File: src/rtl/attempt_gate_if.sv
// attempt_gate_if: checker-facing bus of the attempt gate.
// The gate (master) publishes the captured attempt, the submit strobe and its
// status flags; the password checker (slave) answers with a verdict strobe.
interface attempt_gate_if #(
    parameter int MAX_FAILS = 3
);
    localparam int FC_W = $clog2(MAX_FAILS + 1);

    logic [15:0]     attempt;
    logic            submit;
    logic            busy;
    logic            locked_out;
    logic [FC_W-1:0] fail_count;
    logic            result_valid;
    logic            result_ok;

    modport master (
        output attempt, submit, busy, locked_out, fail_count,
        input  result_valid, result_ok
    );

    modport slave (
        input  attempt, submit, busy, locked_out, fail_count,
        output result_valid, result_ok
    );
endinterface

File: src/rtl/attempt_gate.sv
// attempt_gate: synchronises and debounces the submit key and password
// switches, captures one attempt per clean press, tracks consecutive failed
// verdicts and (optionally) enforces a timed lockout.
// Optional feature: define ATTEMPT_GATE_LOCKOUT_EN to build the LOCKOUT state
// and its timer; without it fail_count saturates at MAX_FAILS and
// locked_out is tied low.
module attempt_gate #(
    parameter int unsigned DEBOUNCE_CYCLES = 500000,
    parameter int unsigned MAX_FAILS       = 3,
    parameter int unsigned LOCKOUT_CYCLES  = 500000000
) (
    input  logic           clk,
    input  logic           reset,
    input  logic           key_n,
    input  logic [15:0]    s,
    attempt_gate_if.master bus
);

    localparam int DB_W = $clog2(DEBOUNCE_CYCLES + 1);
    localparam int FC_W = $clog2(MAX_FAILS + 1);
    localparam logic [DB_W-1:0] DB_LAST = DB_W'(DEBOUNCE_CYCLES - 1);
    localparam logic [FC_W-1:0] FC_MAX  = FC_W'(MAX_FAILS);

    // Reject parameter values the counters cannot represent.
    if (DEBOUNCE_CYCLES == 0 || MAX_FAILS == 0 || LOCKOUT_CYCLES == 0) begin : g_bad_params
        $error("attempt_gate: DEBOUNCE_CYCLES, MAX_FAILS and LOCKOUT_CYCLES must be >= 1");
    end

    typedef enum logic [1:0] {
        IDLE        = 2'd0,
        WAIT_RESULT = 2'd1
`ifdef ATTEMPT_GATE_LOCKOUT_EN
        ,
        LOCKOUT     = 2'd2
`endif
    } state_t;

    logic            key_s1, key_s2;
    logic [15:0]     s_s1, s_s2;
    logic            db_key;
    logic [DB_W-1:0] db_cnt;
    logic            press_evt;

    state_t          state_q, state_d;
    logic [15:0]     attempt_q, attempt_d;
    logic            submit_q, submit_d;
    logic            busy_q;
    logic [FC_W-1:0] fail_q, fail_d;

    // Two-flop synchronisers; the key idles at its released level.
    always_ff @(posedge clk or negedge reset) begin
        // NOTE: sequential state uses non-blocking assignments so every flop
        // samples pre-edge values regardless of statement order.
        if (!reset) begin
            key_s1 <= 1'b1;
            key_s2 <= 1'b1;
            s_s1   <= '0;
            s_s2   <= '0;
        end else begin
            key_s1 <= key_n;
            key_s2 <= key_s1;
            s_s1   <= s;
            s_s2   <= s_s1;
        end
    end

    // Debouncer: accept a new key level after DEBOUNCE_CYCLES consecutive
    // mismatches; flag a press only on the released-to-pressed transition.
    always_ff @(posedge clk or negedge reset) begin
        if (!reset) begin
            db_key    <= 1'b1;
            db_cnt    <= '0;
            press_evt <= 1'b0;
        end else begin
            press_evt <= 1'b0;
            if (key_s2 == db_key) begin
                db_cnt <= '0;
            end else if (db_cnt == DB_LAST) begin
                db_key    <= key_s2;
                db_cnt    <= '0;
                press_evt <= ~key_s2;
            end else begin
                db_cnt <= db_cnt + DB_W'(1);
            end
        end
    end

`ifdef ATTEMPT_GATE_LOCKOUT_EN
    localparam logic [31:0] LOCK_LOAD = 32'(LOCKOUT_CYCLES - 1);

    logic [31:0] timer_q, timer_d;
    logic        locked_q;
`endif

    // Next-state and next-output logic for the submit/verdict/lockout FSM.
    always_comb begin
        // NOTE: every variable gets a default first so no path infers a latch.
        state_d   = state_q;
        attempt_d = attempt_q;
        submit_d  = 1'b0;
        fail_d    = fail_q;
`ifdef ATTEMPT_GATE_LOCKOUT_EN
        timer_d   = timer_q;
`endif
        unique case (state_q)
            IDLE: begin
                if (press_evt) begin
                    attempt_d = s_s2;
                    submit_d  = 1'b1;
                    state_d   = WAIT_RESULT;
                end
            end
            WAIT_RESULT: begin
                // A verdict coinciding with our own submit strobe is stale.
                if (bus.result_valid && !submit_q) begin
                    if (bus.result_ok) begin
                        fail_d  = '0;
                        state_d = IDLE;
                    end else begin
`ifdef ATTEMPT_GATE_LOCKOUT_EN
                        fail_d = fail_q + FC_W'(1);
                        if (fail_d == FC_MAX) begin
                            state_d = LOCKOUT;
                            timer_d = LOCK_LOAD;
                        end else begin
                            state_d = IDLE;
                        end
`else
                        if (fail_q != FC_MAX) begin
                            fail_d = fail_q + FC_W'(1);
                        end
                        state_d = IDLE;
`endif
                    end
                end
            end
`ifdef ATTEMPT_GATE_LOCKOUT_EN
            LOCKOUT: begin
                if (timer_q == '0) begin
                    fail_d  = '0;
                    state_d = IDLE;
                end else begin
                    timer_d = timer_q - 32'd1;
                end
            end
`endif
            default: state_d = IDLE;
        endcase
    end

    // State and registered outputs; busy is decoded from the next state so it
    // rises with submit and falls on the edge after the verdict.
    always_ff @(posedge clk or negedge reset) begin
        if (!reset) begin
            state_q   <= IDLE;
            attempt_q <= '0;
            submit_q  <= 1'b0;
            busy_q    <= 1'b0;
            fail_q    <= '0;
        end else begin
            state_q   <= state_d;
            attempt_q <= attempt_d;
            submit_q  <= submit_d;
            busy_q    <= (state_d == WAIT_RESULT);
            fail_q    <= fail_d;
        end
    end

`ifdef ATTEMPT_GATE_LOCKOUT_EN
    // Lockout timer and registered lockout flag.
    always_ff @(posedge clk or negedge reset) begin
        if (!reset) begin
            timer_q  <= '0;
            locked_q <= 1'b0;
        end else begin
            timer_q  <= timer_d;
            locked_q <= (state_d == LOCKOUT);
        end
    end

    assign bus.locked_out = locked_q;
`else
    assign bus.locked_out = 1'b0;
`endif

    assign bus.attempt    = attempt_q;
    assign bus.submit     = submit_q;
    assign bus.busy       = busy_q;
    assign bus.fail_count = fail_q;

endmodule
File: src/flat_wrapper.sv
// flat-port wrapper written by rule: the top's interface ports become plain ports
module attempt_gate_flat 
#(
    parameter int unsigned DEBOUNCE_CYCLES = 500000,
    parameter int unsigned MAX_FAILS       = 3,
    parameter int unsigned LOCKOUT_CYCLES  = 500000000
)
  (clk, reset, key_n, s, bus_attempt, bus_submit, bus_busy, bus_locked_out, bus_fail_count, bus_result_valid, bus_result_ok);
  attempt_gate_if #(.MAX_FAILS(MAX_FAILS)) bus_i ();
  input  logic clk;
  input  logic reset;
  input  logic key_n;
  input  logic [15:0] s;
  output wire logic [$bits(bus_i.attempt)-1:0] bus_attempt;
  output wire logic [$bits(bus_i.submit)-1:0] bus_submit;
  output wire logic [$bits(bus_i.busy)-1:0] bus_busy;
  output wire logic [$bits(bus_i.locked_out)-1:0] bus_locked_out;
  output wire logic [$bits(bus_i.fail_count)-1:0] bus_fail_count;
  input wire logic [$bits(bus_i.result_valid)-1:0] bus_result_valid;
  input wire logic [$bits(bus_i.result_ok)-1:0] bus_result_ok;
  assign bus_attempt = bus_i.attempt;
  assign bus_submit = bus_i.submit;
  assign bus_busy = bus_i.busy;
  assign bus_locked_out = bus_i.locked_out;
  assign bus_fail_count = bus_i.fail_count;
  assign bus_i.result_valid = bus_result_valid;
  assign bus_i.result_ok = bus_result_ok;
  attempt_gate #(.DEBOUNCE_CYCLES(DEBOUNCE_CYCLES), .MAX_FAILS(MAX_FAILS), .LOCKOUT_CYCLES(LOCKOUT_CYCLES)) u_core (.clk(clk), .reset(reset), .key_n(key_n), .s(s), .bus(bus_i));
endmodule
File: config.mk
export PLATFORM = sky130hd
export DESIGN_NAME = attempt_gate_flat
export DESIGN_NICKNAME = d
export VERILOG_FILES = /design/src/rtl/attempt_gate_if.sv /design/src/rtl/attempt_gate.sv /design/src/flat_wrapper.sv
export SDC_FILE = /design/constraint.sdc
export NUM_CORES = 1
export LEC_CHECK = 0
export ABC_AREA = 1
export BUFFER_PORTS_ARGS = -buffer_cell sky130_fd_sc_hd__buf_2
export CAP_MARGIN = 10
export CELL_PAD_IN_SITES_DETAIL_PLACEMENT = 0
export CELL_PAD_IN_SITES_GLOBAL_PLACEMENT = 1
export CORE_UTILIZATION = 43
export CTS_CLUSTER_SIZE = 8
export DETAILED_ROUTE_END_ITERATION = 10
export GPL_TIMING_DRIVEN = 1
export PLACE_DENSITY = 0.88
export SYNTH_ARGS = -nofsm -noshare
export SYNTH_HDL_FRONTEND = slang
export SYNTH_SLANG_ARGS = --single-unit
File: constraint.sdc
create_clock -name clk -period 1.5 [get_ports clk]
set_input_delay 0.225 -clock clk [delete_from_list [all_inputs] [get_ports clk]]
set_output_delay 0.225 -clock clk [all_outputs]
set_load 0.05 [all_outputs]
==> metrics.log <==
[metrics] cell taking the most area after synthesis: sky130_fd_sc_hd__dfrtp_1
[metrics] Worst Path Class, Setup: reg -> reg
[metrics] cts bufs inserted: 9
[metrics] Finish-stage setup viols: 0
[metrics] required time of the critical path: 1.72 ns
[metrics] RSZ-0062 raised after global routing: yes
[metrics] crit-path most repeated cell: sky130_fd_sc_hd__nand3_1
[metrics] GRT Total Usage: 18.1%
[metrics] number of buffers added for setup after CTS: 0
[metrics] Final Routed Wirelength: 5540 um
[metrics] Chip Width: 85.1 um
[metrics] count of warnings emitted by yosys: 0
[metrics] post-route clock period utilization: 91.0%
[metrics] buffer type at the clock tree root: sky130_fd_sc_hd__clkbuf_8
[metrics] Via density: 4.58
[metrics] outcome: finished clean
[metrics] y dimension of the die: 85.1 um
[metrics] startpoint type of the worst setup path: register
[metrics] number of nets in the finished design: 391
[metrics] number of sinks driven by the clock tree: 77
[metrics] Top Ports: 42
[metrics] standard cell core area: 0.00649 mm^2
[metrics] proportion of register bits with asynchronous set or reset after synthesis: 100%
[metrics] count of antenna diodes in the layout: 0
[metrics] Die ar.: 0.00724 mm^2
[metrics] maximum clock path buffer count: 2
[metrics] placed cells: 416
[metrics] H-Tree Depth: 3
[metrics] class of the most critical hold timing path: in -> reg
[metrics] clock-pin slew on the worst setup and hold paths: 0.08 ns
[metrics] maximum VDD drop: 651 uV
[metrics] max-cap check violation count: 0
[metrics] via count of the routed design: 2057
[metrics] post-layout power: 0.00388 W
[metrics] number of global-route vias before repair: 2131
[metrics] RD Place Congestion: 0.871
[metrics] most common cell in the netlist: sky130_fd_sc_hd__nand2_1
[metrics] skew final: 0.00717 ns
[metrics] most frequently used flop master after synthesis: sky130_fd_sc_hd__dfrtp_1
[metrics] mean instance size in the synthesized netlist: 9.99 um^2
[metrics] standard-cell rows: 29
[metrics] CTS tree: built
[metrics] fraction of final layout cells with drive strength greater than 1: 23.1%
[metrics] estimated wirelength of the detail-placed design: 3730 um
[metrics] share of synthesized area occupied by flip-flops and latches: 65.1%
[metrics] number of remaining DRC errors: 0
[metrics] area growth from synthesis to layout: 24.2%
[metrics] starting utilization of the core area: 45.7%
[metrics] maximum cell stage delay along the critical path: 0.37 ns
[metrics] Yosys top cell area share: 62.4%
[metrics] power density relative to cell area: 1050 mW/mm^2
[metrics] biggest fanout along the worst timing path: 4
[metrics] wire length per cell after detailed routing: 12.3 um
[metrics] count of flip-flops with a built-in enable after synthesis: 0
[metrics] clock latency on the worst-skew pair: 0.34 ns
[metrics] Post-Syn Instances: 297
[metrics] Final Cell Area: 0.00368 mm^2
[metrics] Seq cells post-synth: 77
[metrics] maximum number of pins on one net before global-route repair: 31
[metrics] GRT Residual Overflow: 0
[metrics] leading post-synthesis cells by cell area: sky130_fd_sc_hd__dfrtp_1, sky130_fd_sc_hd__nand2_1, sky130_fd_sc_hd__nor2_1
[metrics] top cell types by occurrence after synthesis: sky130_fd_sc_hd__nand2_1, sky130_fd_sc_hd__dfrtp_1, sky130_fd_sc_hd__nor2_1
[metrics] wire length of the first global-routing pass: 9970 um
[metrics] TritonRoute pass-1 iters: 4
[metrics] Post-DRT Antenna Nets: 0
[metrics] cell type of the slowest stage on the worst timing path: sky130_fd_sc_hd__dfrtp_1
[metrics] Layout Cells excl Fill: 449
[metrics] reported leakage power: 1.81 nW
[metrics] count of buffers inserted at the top-level ports: 40
[metrics] initial drt markers: 71
[metrics] Post-Syn Area: 0.00297 mm^2
[metrics] data arrival time of the worst path: 1.59 ns
[metrics] antenna violations before repair: 0
[metrics] nature of the critical path endpoint: register
[metrics] post-placement cell area: 0.00331 mm^2
[metrics] Critical Path, Cell by Cell: ha_1, nand2_1, nor2_4, nand2_2, nor2_2, nand3_1, nand3_1, nor2_1
[metrics] minimum period implied by the final worst setup slack: 1.36 ns
[metrics] Final Hold Vio Count: 0
[metrics] setup_tns: 0 ns
[metrics] count of final max-slew check failures: 0
[metrics] synth unique cells: 26
[metrics] Fmax: 733 MHz
flip-flops by register name, indices dropped and copies added (netlist names):
register and flops:
u_core.db_cnt 19, u_core.bus.attempt 16, u_core.s_s1 16, u_core.s_s2 16, u_core.bus.fail_count 2, u_core.state_q 2
u_core.bus.busy 1, u_core.bus.submit 1, u_core.db_key 1, u_core.key_s1 1, u_core.key_s2 1, u_core.press_evt 1
metal layers:
| layer | GRT usage, % | part of all wire (%) | vias to the layer above |
|---|---|---|---|
| met5 | 0 | 0 | - |
| met2 | 27.5 | 46 | 48 |
| met1 | 24.4 | 48 | 946 |
| met4 | 9.71 | 1.3 | 0 |
| met3 | 3.99 | 4.0 | 6 |
| li1 | - | - | 1057 |
power breakdown:
part | switching (W) | total [W] | internal [W]
Clock | 0.000731 | 0.00154 | 0.000811
Sequential | 0.0000242 | 0.00216 | 0.00213
Combinational | 0.000101 | 0.000178 | 0.0000770
logic make-up after synthesis:
kind of cell               synth area share (%)
buffers and inverters                      4.26
xor gates and xnor gates                   2.91
other                                     0.126
AOI/OAI and AO/OA                          2.53
adders and majority gates                 0.843
DFF                                        65.1
and+or+nand+nor                            24.3
cells in the final DEF (no fill, tap or decap), drive strengths merged:
cell type    synthesis  final
a21oi                2      2
and2                 1      1
buf                  3     44
bufinv               0      1
clkbuf               0     10
clkinv               0      2
clkinvlp             0      1
conb                 1      2
dfrtp               74     74
dfstp                3      3
dlygate4sd3          0     18
ha                   2      2
inv                 29     30
nand2               83     83
nand3               16     16
nand4                6      6
nor2                55     55
nor3                 1      1
nor3b                1      1
o21a                 2      2
o21ai                7      7
o31ai                2      2
xor2                 9      9
critical path, delay by kind of cell (launching register included):
kind | cells | cell delay, ns
adders and majority gates | 1 | 0.19
DFF | 1 | 0.37
and+or+nand+nor | 7 | 0.68
path summary, 6_finish.rpt:
kind	to	from	slack (ns)	cells past startpoint
worst max register to register	u_core.db_cnt[18]	u_core.db_cnt[0]	0.14	8
min in group asynchronous	u_core.bus.attempt[9]	reset	0.34	2
worst min register to register	u_core.s_s2[2]	u_core.s_s1[2]	0.35	0
worst max-delay path	u_core.db_cnt[18]	u_core.db_cnt[0]	0.14	8
worst min-delay path	u_core.bus.fail_count[0]	bus_result_ok	0.19	3
max in group asynchronous	u_core.s_s2[4]	reset	0.66	3
cell type report:
type	instances	area (um^2)
Clock buffer	10	138
Timing Repair Buffer	62	438
Multi-Input combinational cell	189	913
Tap cell	77	96.3
Clock inverter	5	60.1
Inverter	29	109
Fill cell	570	2810
Sequential cell	77	1930
through the flow:
step                      hold slack, ns  util (%)  worst slack (ns)
after floorplan                  -0.0706         -             0.116
after global placement             0.168      50.9             0.173
after detailed placement           0.169      50.9             0.149
after CTS                          0.168      56.7             0.136
after global routing               0.198      56.7           -0.0455
final                              0.188      56.7             0.135
timing repair:
action | 4_1_cts | 5_1_grt
resized for setup | 0 | 1
hold endpoints to repair | 38 | 0
hold buffers | 18 | 0
endpoints found under the setup margin | 0 | 4
Power figures use the tool's default switching activity.
